--- src/rtl/tone_sequencer_if.sv ---
// Bus between the game logic and the tone sequencer: event triggers in, note/gate/status out.
// With TONE_SEQ_MUTE_EN defined the bus also carries a mute input.
interface tone_sequencer_if;
    // play_* are single-cycle requests with no ready: the sequencer always samples them
    // and arbitrates internally; busy/done report progress, freq/tone_en feed the generator.
    logic        play_eat;
    logic        play_over;
    logic [31:0] freq;
    logic        tone_en;
    logic        busy;
    logic        done;
    logic [1:0]  dbg_state;
`ifdef TONE_SEQ_MUTE_EN
    logic        mute;

    modport slave  (input  play_eat, play_over, mute,
                    output freq, tone_en, busy, done, dbg_state);
    modport master (output play_eat, play_over, mute,
                    input  freq, tone_en, busy, done, dbg_state);
`else
    modport slave  (input  play_eat, play_over,
                    output freq, tone_en, busy, done, dbg_state);
    modport master (output play_eat, play_over,
                    input  freq, tone_en, busy, done, dbg_state);
`endif
endinterface

--- src/rtl/tone_sequencer.sv ---
// Plays the "eat" / "over" melodies from a constant note ROM for the snake audio path.
// Optional feature macro: TONE_SEQ_MUTE_EN (adds a mute input that silences freq/tone_en).
module tone_sequencer #(
    parameter int FCLK        = 50_000_000,
    parameter int TICK_CYCLES = FCLK / 1000,
    parameter int GAP_MS      = 10
) (
    input  logic             clk,
    input  logic             reset_n,
    tone_sequencer_if.slave  bus
);

    typedef enum logic [1:0] {S_IDLE, S_PLAY, S_GAP} state_t;

    localparam logic [31:0] TICK_LAST = 32'(TICK_CYCLES - 1);
    localparam logic [15:0] GAP_LAST  = 16'(GAP_MS - 1);

    // ROM index 0..2 is EAT, 3..7 is OVER
    function automatic logic [31:0] note_freq(input logic [2:0] idx);
        case (idx)
            3'd0:    note_freq = 32'd1047;
            3'd1:    note_freq = 32'd1319;
            3'd2:    note_freq = 32'd1568;
            3'd3:    note_freq = 32'd784;
            3'd4:    note_freq = 32'd659;
            3'd5:    note_freq = 32'd523;
            3'd6:    note_freq = 32'd0;
            default: note_freq = 32'd392;
        endcase
    endfunction

    function automatic logic [15:0] note_dur(input logic [2:0] idx);
        case (idx)
            3'd0, 3'd1:       note_dur = 16'd60;
            3'd2:             note_dur = 16'd80;
            3'd3, 3'd4, 3'd5: note_dur = 16'd150;
            3'd6:             note_dur = 16'd50;
            default:          note_dur = 16'd300;
        endcase
    endfunction

    state_t      r_state;
    logic [2:0]  r_idx;
    logic [31:0] r_tick;
    logic [15:0] r_ms;
    logic [31:0] r_freq;
    logic        r_tone_en;
    logic        r_busy;
    logic        r_done;

    logic        w_mute;
    logic        w_over_active;
    logic        w_start_over;
    logic        w_start_eat;
    logic [2:0]  w_start_idx;
    logic [31:0] w_start_freq;
    logic [2:0]  w_next_idx;
    logic [31:0] w_next_freq;
    logic [31:0] w_cur_freq;
    logic [15:0] w_cur_dur;
    logic        w_last;
    logic        w_tick_wrap;
    logic        w_note_end;
    logic        w_gap_end;
    logic [31:0] w_tick_next;
    logic [15:0] w_ms_next;

`ifdef TONE_SEQ_MUTE_EN
    assign w_mute = bus.mute;
`else
    assign w_mute = 1'b0;
`endif

    // OVER outranks everything and cannot be interrupted; EAT restarts itself
    assign w_over_active = (r_state != S_IDLE) && (r_idx >= 3'd3);
    assign w_start_over  = bus.play_over && !w_over_active;
    assign w_start_eat   = bus.play_eat && !bus.play_over && !w_over_active;
    assign w_start_idx   = w_start_over ? 3'd3 : 3'd0;
    assign w_start_freq  = note_freq(w_start_idx);
    assign w_next_idx    = r_idx + 3'd1;
    assign w_next_freq   = note_freq(w_next_idx);
    assign w_cur_freq    = note_freq(r_idx);
    assign w_cur_dur     = note_dur(r_idx);
    assign w_last        = (r_idx == 3'd2) || (r_idx == 3'd7);

    assign w_tick_wrap = (r_tick == TICK_LAST);
    assign w_note_end  = w_tick_wrap && (r_ms == w_cur_dur - 16'd1);
    assign w_gap_end   = w_tick_wrap && (r_ms == GAP_LAST);
    assign w_tick_next = w_tick_wrap ? 32'd0 : r_tick + 32'd1;
    assign w_ms_next   = w_tick_wrap ? r_ms + 16'd1 : r_ms;

    always_ff @(posedge clk) begin
        if (!reset_n) begin
            r_state   <= S_IDLE;
            r_idx     <= 3'd0;
            r_tick    <= 32'd0;
            r_ms      <= 16'd0;
            r_freq    <= 32'd0;
            r_tone_en <= 1'b0;
            r_busy    <= 1'b0;
            r_done    <= 1'b0;
        end else begin
            r_done <= 1'b0;
            if (w_start_over || w_start_eat) begin
                r_state   <= S_PLAY;
                r_idx     <= w_start_idx;
                r_tick    <= 32'd0;
                r_ms      <= 16'd0;
                r_busy    <= 1'b1;
                r_freq    <= w_mute ? 32'd0 : w_start_freq;
                r_tone_en <= !w_mute && (w_start_freq != 32'd0);
            end else begin
                case (r_state)
                    S_PLAY: begin
                        if (w_note_end) begin
                            r_tick    <= 32'd0;
                            r_ms      <= 16'd0;
                            r_freq    <= 32'd0;
                            r_tone_en <= 1'b0;
                            if (w_last) begin
                                r_state <= S_IDLE;
                                r_busy  <= 1'b0;
                                r_done  <= 1'b1;
                            end else begin
                                r_state <= S_GAP;
                            end
                        end else begin
                            r_tick    <= w_tick_next;
                            r_ms      <= w_ms_next;
                            // re-evaluated every cycle so unmuting restores the note at once
                            r_freq    <= w_mute ? 32'd0 : w_cur_freq;
                            r_tone_en <= !w_mute && (w_cur_freq != 32'd0);
                        end
                    end
                    S_GAP: begin
                        if (w_gap_end) begin
                            r_state   <= S_PLAY;
                            r_idx     <= w_next_idx;
                            r_tick    <= 32'd0;
                            r_ms      <= 16'd0;
                            r_freq    <= w_mute ? 32'd0 : w_next_freq;
                            r_tone_en <= !w_mute && (w_next_freq != 32'd0);
                        end else begin
                            r_tick <= w_tick_next;
                            r_ms   <= w_ms_next;
                        end
                    end
                    default: begin
                        r_state <= S_IDLE;
                    end
                endcase
            end
        end
    end

    assign bus.freq      = r_freq;
    assign bus.tone_en   = r_tone_en;
    assign bus.busy      = r_busy;
    assign bus.done      = r_done;
    assign bus.dbg_state = r_state;

endmodule
--- src/flat_wrapper.sv ---
// flat-port wrapper written by rule: the top's interface ports become plain ports
module tone_sequencer_flat 
#(
    parameter int FCLK        = 50_000_000,
    parameter int TICK_CYCLES = FCLK / 1000,
    parameter int GAP_MS      = 10
)
  (clk, reset_n, bus_play_eat, bus_play_over, bus_freq, bus_tone_en, bus_busy, bus_done, bus_dbg_state);
  tone_sequencer_if bus_i ();
  input  logic clk;
  input  logic reset_n;
  input wire logic [$bits(bus_i.play_eat)-1:0] bus_play_eat;
  input wire logic [$bits(bus_i.play_over)-1:0] bus_play_over;
  output wire logic [$bits(bus_i.freq)-1:0] bus_freq;
  output wire logic [$bits(bus_i.tone_en)-1:0] bus_tone_en;
  output wire logic [$bits(bus_i.busy)-1:0] bus_busy;
  output wire logic [$bits(bus_i.done)-1:0] bus_done;
  output wire logic [$bits(bus_i.dbg_state)-1:0] bus_dbg_state;
  assign bus_i.play_eat = bus_play_eat;
  assign bus_i.play_over = bus_play_over;
  assign bus_freq = bus_i.freq;
  assign bus_tone_en = bus_i.tone_en;
  assign bus_busy = bus_i.busy;
  assign bus_done = bus_i.done;
  assign bus_dbg_state = bus_i.dbg_state;
  tone_sequencer #(.FCLK(FCLK), .TICK_CYCLES(TICK_CYCLES), .GAP_MS(GAP_MS)) u_core (.clk(clk), .reset_n(reset_n), .bus(bus_i));
endmodule
--- config.mk ---
export PLATFORM = sky130hd
export DESIGN_NAME = tone_sequencer_flat
export DESIGN_NICKNAME = d
export VERILOG_FILES = /design/src/rtl/tone_sequencer_if.sv /design/src/rtl/tone_sequencer.sv /design/src/flat_wrapper.sv
export SDC_FILE = /design/constraint.sdc
export NUM_CORES = 1
export LEC_CHECK = 0
export ABC_AREA = 1
export CAP_MARGIN = 15
export CORE_UTILIZATION = 63
export CTS_BUF_LIST = sky130_fd_sc_hd__clkbuf_16
export DETAILED_ROUTE_END_ITERATION = 6
export PLACE_DENSITY = 0.83
export SLEW_MARGIN = 20
export SYNTH_ARGS = -nofsm -noshare
export SYNTH_HDL_FRONTEND = slang
export SYNTH_SLANG_ARGS = --single-unit
--- constraint.sdc ---
create_clock -name clk -period 3.8 [get_ports clk]
set_input_delay 0.76 -clock clk [delete_from_list [all_inputs] [get_ports clk]]
set_output_delay 0.76 -clock clk [all_outputs]
set_load 0.01 [all_outputs]
== After elaboration in Yosys (flattened, before gate mapping) ==
Cells that the tools add are included.

* Bits in registers: 88
* Input port bits: 4
* Output and inout port bits: 37

* Add/sub/neg operators: 4
* Order comparisons: 1
* Equal/unequal tests: 28
* Muxes and demuxes: 34
* Bitwise gates (word level): 3
* Reduce and logical (&&, ||, !) cells: 33

{| class="wikitable"
|+ Operator list
! cell !! number
|-
| $pmux W11 S7 || 3
|-
| $mux W32 || 5
|-
| $pmux W32 S2 || 2
|-
| $reduce_bool A32 Y1 || 3
|-
| $mux W16 || 3
|-
| $pmux W9 S4 || 1
|-
| $add A32 B1 Y32 const B || 1
|-
| $eq A32 B16 Y1 const B || 1
|-
| $pmux W16 S2 || 1
|-
| $eq A3 B3 Y1 const B || 10
|-
| $eq A3 B2 Y1 const B || 6
|-
| $add A16 B1 Y16 const B || 1
|-
| $eq A16 B16 Y1 || 1
|-
| $eq A16 B4 Y1 const B || 1
|-
| $reduce_bool A2 Y1 || 7
|-
| $mux W11 || 1
|-
| $sub A9 B1 Y10 const B || 1
|-
| $eq A3 B1 Y1 const B || 3
|-
| $logic_not A3 Y1 || 3
|-
| $mux W1 || 9
|-
| $mux W3 || 3
|-
| $mux W2 || 4
|-
| $reduce_and A2 Y1 || 4
|-
| $logic_and A1 B1 Y1 || 6
|-
| other kinds (16) || 23
|}

== Longest topological paths before layout ==
Gate-level depths: netlist of run 1.

* Depth after elaboration: 9
* Depth in mapped cells: 22
* Mapped depth without buffers: 22

== Worst setup path after synthesis of run 1 ==
No wires, ideal clock.

* Path type: reg2reg
* Start point: register u_core.r_idx[1]
* End point: register u_core.r_ms[0]
* Setup time: 124 ps
* Arrival: 2351 ps
* Data required time: 3676 ps
* Slack: 1324 ps
* Stages on the path, launching flop included: 20
* Path buffers: 0
* Cells stage by stage: dfxtp_1 -> inv_1 -> ha_1 -> nand2_2 -> nand2_2 -> nor2_4 -> inv_1 -> ha_1 -> inv_1 -> nand3_1 -> nand3_1 -> nand2_1 -> nor2_1 -> nand2_1 -> nor2_1 -> nand3_1 -> nand2_2 -> inv_2 -> o21ai_4 -> nor2_2

* Word-level cells in the longest chain between the ends: 8
* Elaborated cells on any way between the ends: 22
* Those cells by class: 1 x add/sub; 1 x order compare; 7 x eq/ne; 3 x mux; 10 x reduce/logical

{| class="wikitable"
|+ RTL lines
! item !! RTL line !! text
|-
| from (decl) || tone_sequencer.sv:43 || <nowiki>logic [2:0] r_idx;</nowiki>
|-
| from (signal assigned) || tone_sequencer.sv:106 || <nowiki>r_idx <= w_start_idx;</nowiki>
|-
| from (signal assigned) || tone_sequencer.sv:138 || <nowiki>r_idx <= w_next_idx;</nowiki>
|-
| $eq A3 B2 Y1 (tied with other cells) || tone_sequencer.sv:33 || <nowiki>case (idx)</nowiki>
|-
| $reduce_or A3 Y1 or $reduce_or A2 Y1 (tied branches) || tone_sequencer.sv:33 ||
|-
| $pmux W9 S4 || tone_sequencer.sv:33 ||
|-
| $sub A9 B1 Y10 || tone_sequencer.sv:87 || <nowiki>assign w_note_end = w_tick_wrap && (r_ms == w_cur_dur - 16'd1);</nowiki>
|-
| $eq A16 B16 Y1 || tone_sequencer.sv:87 ||
|-
| $logic_and A1 B1 Y1 || tone_sequencer.sv:87 ||
|-
| $mux W16 || tone_sequencer.sv:115 || <nowiki>if (w_note_end) begin</nowiki>
|-
| $pmux W16 S2 || tone_sequencer.sv:113 || <nowiki>case (r_state)</nowiki>
|-
| to (signal assigned) || tone_sequencer.sv:129 || <nowiki>r_ms <= w_ms_next;</nowiki>
|-
| to (signal assigned) || tone_sequencer.sv:145 || <nowiki>r_ms <= w_ms_next;</nowiki>
|-
| to (decl) || tone_sequencer.sv:45 || <nowiki>logic [15:0] r_ms;</nowiki>
|}

Parallel ways exist; a longest one is shown, timed or not.
A chain may end at the register's enable or synchronous reset.

== Worst setup path after layout of run 1 ==
* Start point: register u_core.r_idx[0]
* End point: register u_core.r_ms[6]

The elaborated chain is that of the path after synthesis.

==> results.py, run 1 <==
metrics = {
    "outcome": {
        "status": "complete, no violations",
    },
    "cts": {
        "clk_pin_slew_ns": 0.06,
        "clk_path_buf_depth": 2,
        "cts.sinks": 65,
        "postCtsSetupBuffers": 0,
        "h-tree-depth": 3,
        "cts_tree": "yes",
        "clk_latency_ns": 0.33,
        "ctsHoldBuffers": 0,
        "cts_resized": 0,
        "cts_made_buffers": 9,
        "root_buffer": "clkbuf_16",
    },
    "setup_path": {
        "reg2reg_depth": 19,
        "cp.required_ns": 4.01,
        "crit_cells": 19,
        "cp.arrival_ns": 3.45,
        "crit_chain": "inv_2, ha_1, nand2_1, nand2_2, nor2_4, inv_1, ha_1, inv_1, nand3_1, nand3_1, nand2_1, nor2_1, nand2_1, nor2_1, nand3_1, nand2_2, inv_2, o21ai_4, nor2_2",
        "crit_type": "flip-flop to flip-flop",
        "path_buf_inv": 4,
        "crit_path_max_incr_delay_ns": 0.43,
        "cp-end-kind": "flip-flop",
        "critPathLaunchType": "flip-flop",
        "cpMaxStageDelayCell": "dfxtp_1",
        "critPathTopFamily": "simple AND/OR/NAND/NOR gates",
        "cp_max_fo": 11,
    },
    "cells_and_area": {
        "fill_cells": 603,
        "final_cell_mix": "nand2_1, nor2_1, inv_1",
        "layout_commonest_cell": "nand2_1",
        "layout-drive-gt1-share_pct": 12.6,
        "fin_cells": 796,
        "final_area_um2": 4900,
        "fin_nets": 716,
        "synthToLayoutAreaGrowth_pct": 9.34,
        "antenna_cells": 0,
    },
    "place": {
        "dpl.hpwl_um": 7910,
        "place_area_um2": 4630,
        "portBuffers": 18,
        "pre_cts_ws_ns": 0.615,
        "gp_congestion": 0.941,
        "dp_cells": 780,
    },
    "sta": {
        "skew_ns": 0.00751,
        "rsz0062_at_grt": "no",
        "maxSlewHeadroom_pct": 64.7,
        "setup_tns_ns": 0,
        "layout_min_cycle_time_ns": 3.24,
        "fin_crit_sh_pct": 85.4,
        "max_freq_mhz": 308,
        "finalWorstSetupSlack_ns": 0.556,
        "setup_violations": 0,
        "tightest_slew_ns": 0.524,
        "drv_slew": 0,
        "hold_viol": 0,
    },
    "die": {
        "num_rows": 30,
        "die_area_um2": 7460,
        "die_w_um": 86.4,
        "initial_core_util_pct": 65.7,
        "die_h_um": 86.4,
        "ios": 41,
        "core_um2": 6830,
    },
    "grt": {
        "grt_pass1_wl_um": 17200,
        "grt_usage_pct": 28.9,
        "first_global_vias": 3914,
        "grt_max_degree": 19,
        "overflow": 0,
        "antenna_found_initial": 0,
    },
    "power": {
        "leakagePower_nw": 1.99,
        "vdd_drop_max_mv": 0.263,
        "p_per_area_nw_per_um2": 351,
        "total_power_mw": 1.72,
    },
    "synthesis": {
        "synth.top_cell.area_share_pct": 29.0,
        "postSynth.topFlopCell": "dfxtp_1",
        "synth_edf_count": 0,
        "ys_seq_area_share_pct": 29.0,
        "yosys_warnings": 0,
        "netlist_area_um2": 4490,
        "synth.area.top_cells": "dfxtp_1, nand2_1, nor2_1",
        "synth-seq-cells": 65,
        "avgSynthCellArea_um2": 6.62,
        "netlist_instances": 678,
        "synthDistinctLibCells": 45,
        "yosysTopAreaCell": "dfxtp_1",
        "async_flop_share_pct": 0,
    },
    "worst_hold_path": {
        "hold_class": "flip-flop to flip-flop",
        "min_delay_path_depth": 2,
    },
    "detailed_routing": {
        "drc": 0,
        "wl_um": 10400,
        "firstDrtPassIters": 5,
        "ant_nets": 0,
        "routedWlPerCell_um": 13.1,
        "dr_total_vias": 4330,
        "drtIter0Drc": 244,
        "via_per_inst": 5.44,
    },
    "run": {
        "maxCapViolCount": 0,
    },
}
## sequential cells by signal, summed over array words and instances, names as in the netlist
signal                count
u_core.bus.busy           1
u_core.bus.dbg_state      2
u_core.bus.done           1
u_core.bus.freq           9
u_core.bus.tone_en        1
u_core.r_idx              3
u_core.r_ms              16
u_core.r_tick            32
## layer usage
layer	up-vias	global-route usage [%]	wire length (µm)	share of wire (%)
met5	-	0	0	0
met4	0	8.94	133	1.3
met3	16	4.19	460	4.4
met2	118	52.2	5280	51
met1	1995	35.5	4530	44
li1	2201	-	-	-
## synthesized netlist by cell type, types with 3 or more instances
master,number
nand4_1,12
inv_1,69
nor4_1,9
and3_1,3
nor2_1,73
o21ai_0,17
buf_6,3
a21oi_1,44
a31oi_1,4
o21ai_1,7
inv_2,12
xor2_1,9
nor3_1,24
ha_1,17
nor3_2,3
nand2_2,14
o21a_1,7
nand3b_1,3
dfxtp_1,65
buf_4,23
nand2_4,5
nand2_1,159
clkbuf_1,6
nand3_1,41
nor2_2,17
nor2_4,6
## logic make-up (layout without fill, tap and decap cells)
family          after synthesis  in the layout  share of synthesized area [%]
buf+inv                     118            119                           12.5
compound gates               91             91                           11.9
xor+xnor                     11             11                           2.15
simple gates                375            375                           39.6
other cells                   1             22                         0.0836
fa+ha+maj                    17             17                           4.74
flops                        65             65                           29.0
## layout make-up
class                           instances  area [µm²]  share of cell area, %
Clock buffer                            9         225                   4.59
Clock inverter                          7        46.3                  0.944
Inverter                               84         323                   6.58
Multi-Input combinational cell        516        2700                   55.1
Sequential cell                        65        1300                   26.5
Tap cell                               96         120                   2.45
Timing Repair Buffer                   19         188                   3.83
## per-stage QoR
stage,hold slack [ns],util [%]
floorplan,0.447,-
finish,0.465,71.8
CTS,0.466,71.8
global route,0.493,71.8
global placement,0.458,67.8
detailed placement,0.457,67.8
## final timing paths
path | startpoint | to | slack (ns)
min | u_core.bus.freq[10] | u_core.bus.freq[10] | 0.47
min reg2reg | u_core.bus.freq[10] | u_core.bus.freq[10] | 0.47
max reg2reg | u_core.r_idx[0] | u_core.r_ms[6] | 0.56
max | u_core.r_idx[0] | u_core.r_ms[6] | 0.56
## worst min-delay path, stage by stage, from the launching register on
cell and delay, ns:
dfxtp_1 0.31, nand2_1 0.06, a21oi_1 0.05
## report_power, final
| part | switching [mW] | internal [mW] | total, mW |
|---|---|---|---|
| Clock | 0.308 | 0.439 | 0.747 |
| Combinational | 0.174 | 0.0937 | 0.268 |
| Sequential | 0.0119 | 0.696 | 0.708 |
Note: power is estimated with default switching activity, not from simulation.
==> run 2, diff against run 1 <==
--- a/config.mk
+++ b/config.mk
@@ -8,7 +8,6 @@
 export ABC_AREA = 1
 export CAP_MARGIN = 15
 export CORE_UTILIZATION = 63
-export CTS_BUF_LIST = sky130_fd_sc_hd__clkbuf_16
 export DETAILED_ROUTE_END_ITERATION = 6
 export PLACE_DENSITY = 0.83
 export SLEW_MARGIN = 20
==> run 2 against run 1 <==
Against the previous run:
- hold slack better by 0.0029 ns
- clock skew up 0.0029 ns
- clock power decreased by 31%
- largest cell class unchanged
- largest power group is now sequential cells
==> results.py, run 2 (synthesized netlist as in run 1, its figures left out) <==
metrics = {
    "cells_and_area": {
        "fin_cells": 796,
        "regArea_um2": 1300,
        "utilization_pct": 70.3,
        "fin_nets": 716,
        "layout_commonest_cell": "nand2_1",
        "layout-drive-gt1-share_pct": 12.6,
        "top_register": "u_core.r_tick",
        "synthToLayoutAreaGrowth_pct": 7.09,
        "final_cell_mix": "nand2_1, nor2_1, inv_1",
        "fill_cells": 631,
        "antenna_cells": 0,
        "largest_reg_flops": 32,
        "multiInputGateArea_um2": 2700,
    },
    "sta": {
        "setup_tns_ns": 0,
        "max_freq_mhz": 311,
        "tightest_slew_ns": 0.521,
        "drv_slew": 0,
        "maxSlewHeadroom_pct": 65.0,
        "skew_ns": 0.0104,
        "fin_crit_sh_pct": 84.7,
        "layout_min_cycle_time_ns": 3.22,
        "setup_violations": 0,
        "rsz0062_at_grt": "no",
        "hold_viol": 0,
    },
    "power": {
        "p_per_area_nw_per_um2": 310,
        "seq_power_share_pct": 47.4,
        "vdd_drop_max_mv": 0.240,
        "cellInternalPower_mw": 1.02,
        "power_frac_clock_pct": 34.7,
        "p_sw_uw": 467,
        "leakagePower_nw": 1.95,
        "switching_share_pct": 31.3,
        "p_comb_share_pct": 17.9,
    },
    "grt": {
        "grt_max_degree": 19,
        "first_global_vias": 3895,
        "antenna_found_initial": 0,
        "grt_pass1_wl_um": 17100,
        "overflow": 0,
        "grt_usage_pct": 28.8,
    },
    "die": {
        "die_w_um": 86.4,
        "core_um2": 6830,
        "initial_core_util_pct": 65.7,
        "die_area_um2": 7460,
        "die_h_um": 86.4,
        "ios": 41,
        "num_rows": 30,
    },
    "cts": {
        "cts_made_buffers": 9,
        "cts_tree": "yes",
        "clk_path_buf_depth": 2,
        "clk_latency_ns": 0.36,
        "h-tree-depth": 3,
        "ctsHoldBuffers": 0,
        "root_buffer": "clkbuf_8",
        "cts_resized": 0,
        "cts.sinks": 65,
        "clk_pin_slew_ns": 0.08,
        "postCtsSetupBuffers": 0,
    },
    "setup_path": {
        "cpMaxStageDelayCell": "dfxtp_1",
        "timing.rr.start": "u_core.r_idx[0]",
        "crit_end": "u_core.r_ms[6]",
        "reg2reg_depth": 19,
        "crit_chain": "inv_2, ha_1, nand2_1, nand2_2, nor2_4, inv_1, ha_1, inv_1, nand3_1, nand3_1, nand2_1, nor2_1, nand2_1, nor2_1, nand3_1, nand2_2, inv_2, o21ai_4, nor2_2",
        "crit_cells": 19,
        "crit_path_max_incr_delay_ns": 0.44,
        "crit_type": "flip-flop to flip-flop",
        "cp_max_fo": 11,
        "cp.arrival_ns": 3.46,
        "critPathTopFamily": "simple AND/OR/NAND/NOR gates",
        "critPathLaunchType": "flip-flop",
        "cp.required_ns": 4.04,
        "r2r_slack_ns": 0.58,
        "worstSetupStartpoint": "u_core.r_idx[0]",
        "cp-end-kind": "flip-flop",
        "path_buf_inv": 4,
        "reg2reg_to": "u_core.r_ms[6]",
    },
    "detailed_routing": {
        "drtIter0Drc": 237,
        "firstDrtPassIters": 5,
        "routedWlPerCell_um": 12.9,
        "drc": 0,
        "dr_total_vias": 4324,
        "via_per_inst": 5.43,
        "wl_um": 10300,
        "ant_nets": 0,
    },
    "place": {
        "dp_cells": 780,
        "portBuffers": 18,
        "dpl.hpwl_um": 7910,
        "gp_congestion": 0.941,
    },
    "run": {
        "maxCapViolCount": 0,
    },
    "worst_hold_path": {
        "hold_class": "flip-flop to flip-flop",
    },
    "outcome": {
        "status": "complete, no violations",
    },
}
run 2: layer usage:
layer | wire length [µm] | vias to the layer above | share of wire [%] | track usage (%)
li1 | - | 2195 | - | -
met1 | 4520 | 1993 | 44 | 35.5
met2 | 5170 | 118 | 50 | 49.9
met3 | 408 | 18 | 4.0 | 5.81
met4 | 162 | 0 | 1.6 | 10.5
met5 | 0 | - | 0 | 0
run 2: tightest hold or removal path, delay by kind of cell (launching register included):
| family | cells | cell delay [ns] |
|---|---|---|
| compound gates | 1 | 0.05 |
| flops | 1 | 0.32 |
| simple gates | 1 | 0.06 |
run 2: stage by stage:
| stage | hold slack (ns) | total power, mW | worst slack (ns) | area, µm² |
|---|---|---|---|---|
| CTS | 0.469 | 1.50 | 0.591 | 4800 |
| finish | 0.468 | 1.49 | 0.582 | 4800 |
| global placement | 0.458 | 0.984 | 0.761 | 4630 |
| floorplan | 0.447 | 0.932 | 1.32 | 4560 |
| detailed placement | 0.457 | 0.986 | 0.615 | 4630 |
| global route | 0.497 | 1.57 | 0.248 | 4800 |
run 2: worst min-delay path by stage:
stage | start | to | cells past startpoint
after floorplan | u_core.r_tick[30] | u_core.r_tick[30] | 1
final | u_core.bus.freq[10] | u_core.bus.freq[10] | 2
after global routing | u_core.bus.freq[10] | u_core.bus.freq[10] | 2
after CTS | u_core.bus.freq[10] | u_core.bus.freq[10] | 2
after detailed placement | u_core.bus.freq[10] | u_core.bus.freq[10] | 2
after global placement | u_core.r_tick[30] | u_core.r_tick[30] | 1
run 2: area by class of cell:
class	count	area share, %
Clock buffer	9	2.58
Clock inverter	7	0.964
Inverter	84	6.72
Multi-Input combinational cell	516	56.2
Sequential cell	65	27.1
Tap cell	96	2.50
Timing Repair Buffer	19	3.91
run 2: power by group through the flow:
stage,logic [mW],registers (mW),clock network [mW]
after floorplan,0.207,0.726,0
after global placement,0.261,0.722,0
after detailed placement,0.264,0.723,0
after CTS,0.265,0.707,0.529
after global routing,0.298,0.709,0.560
final,0.266,0.707,0.517
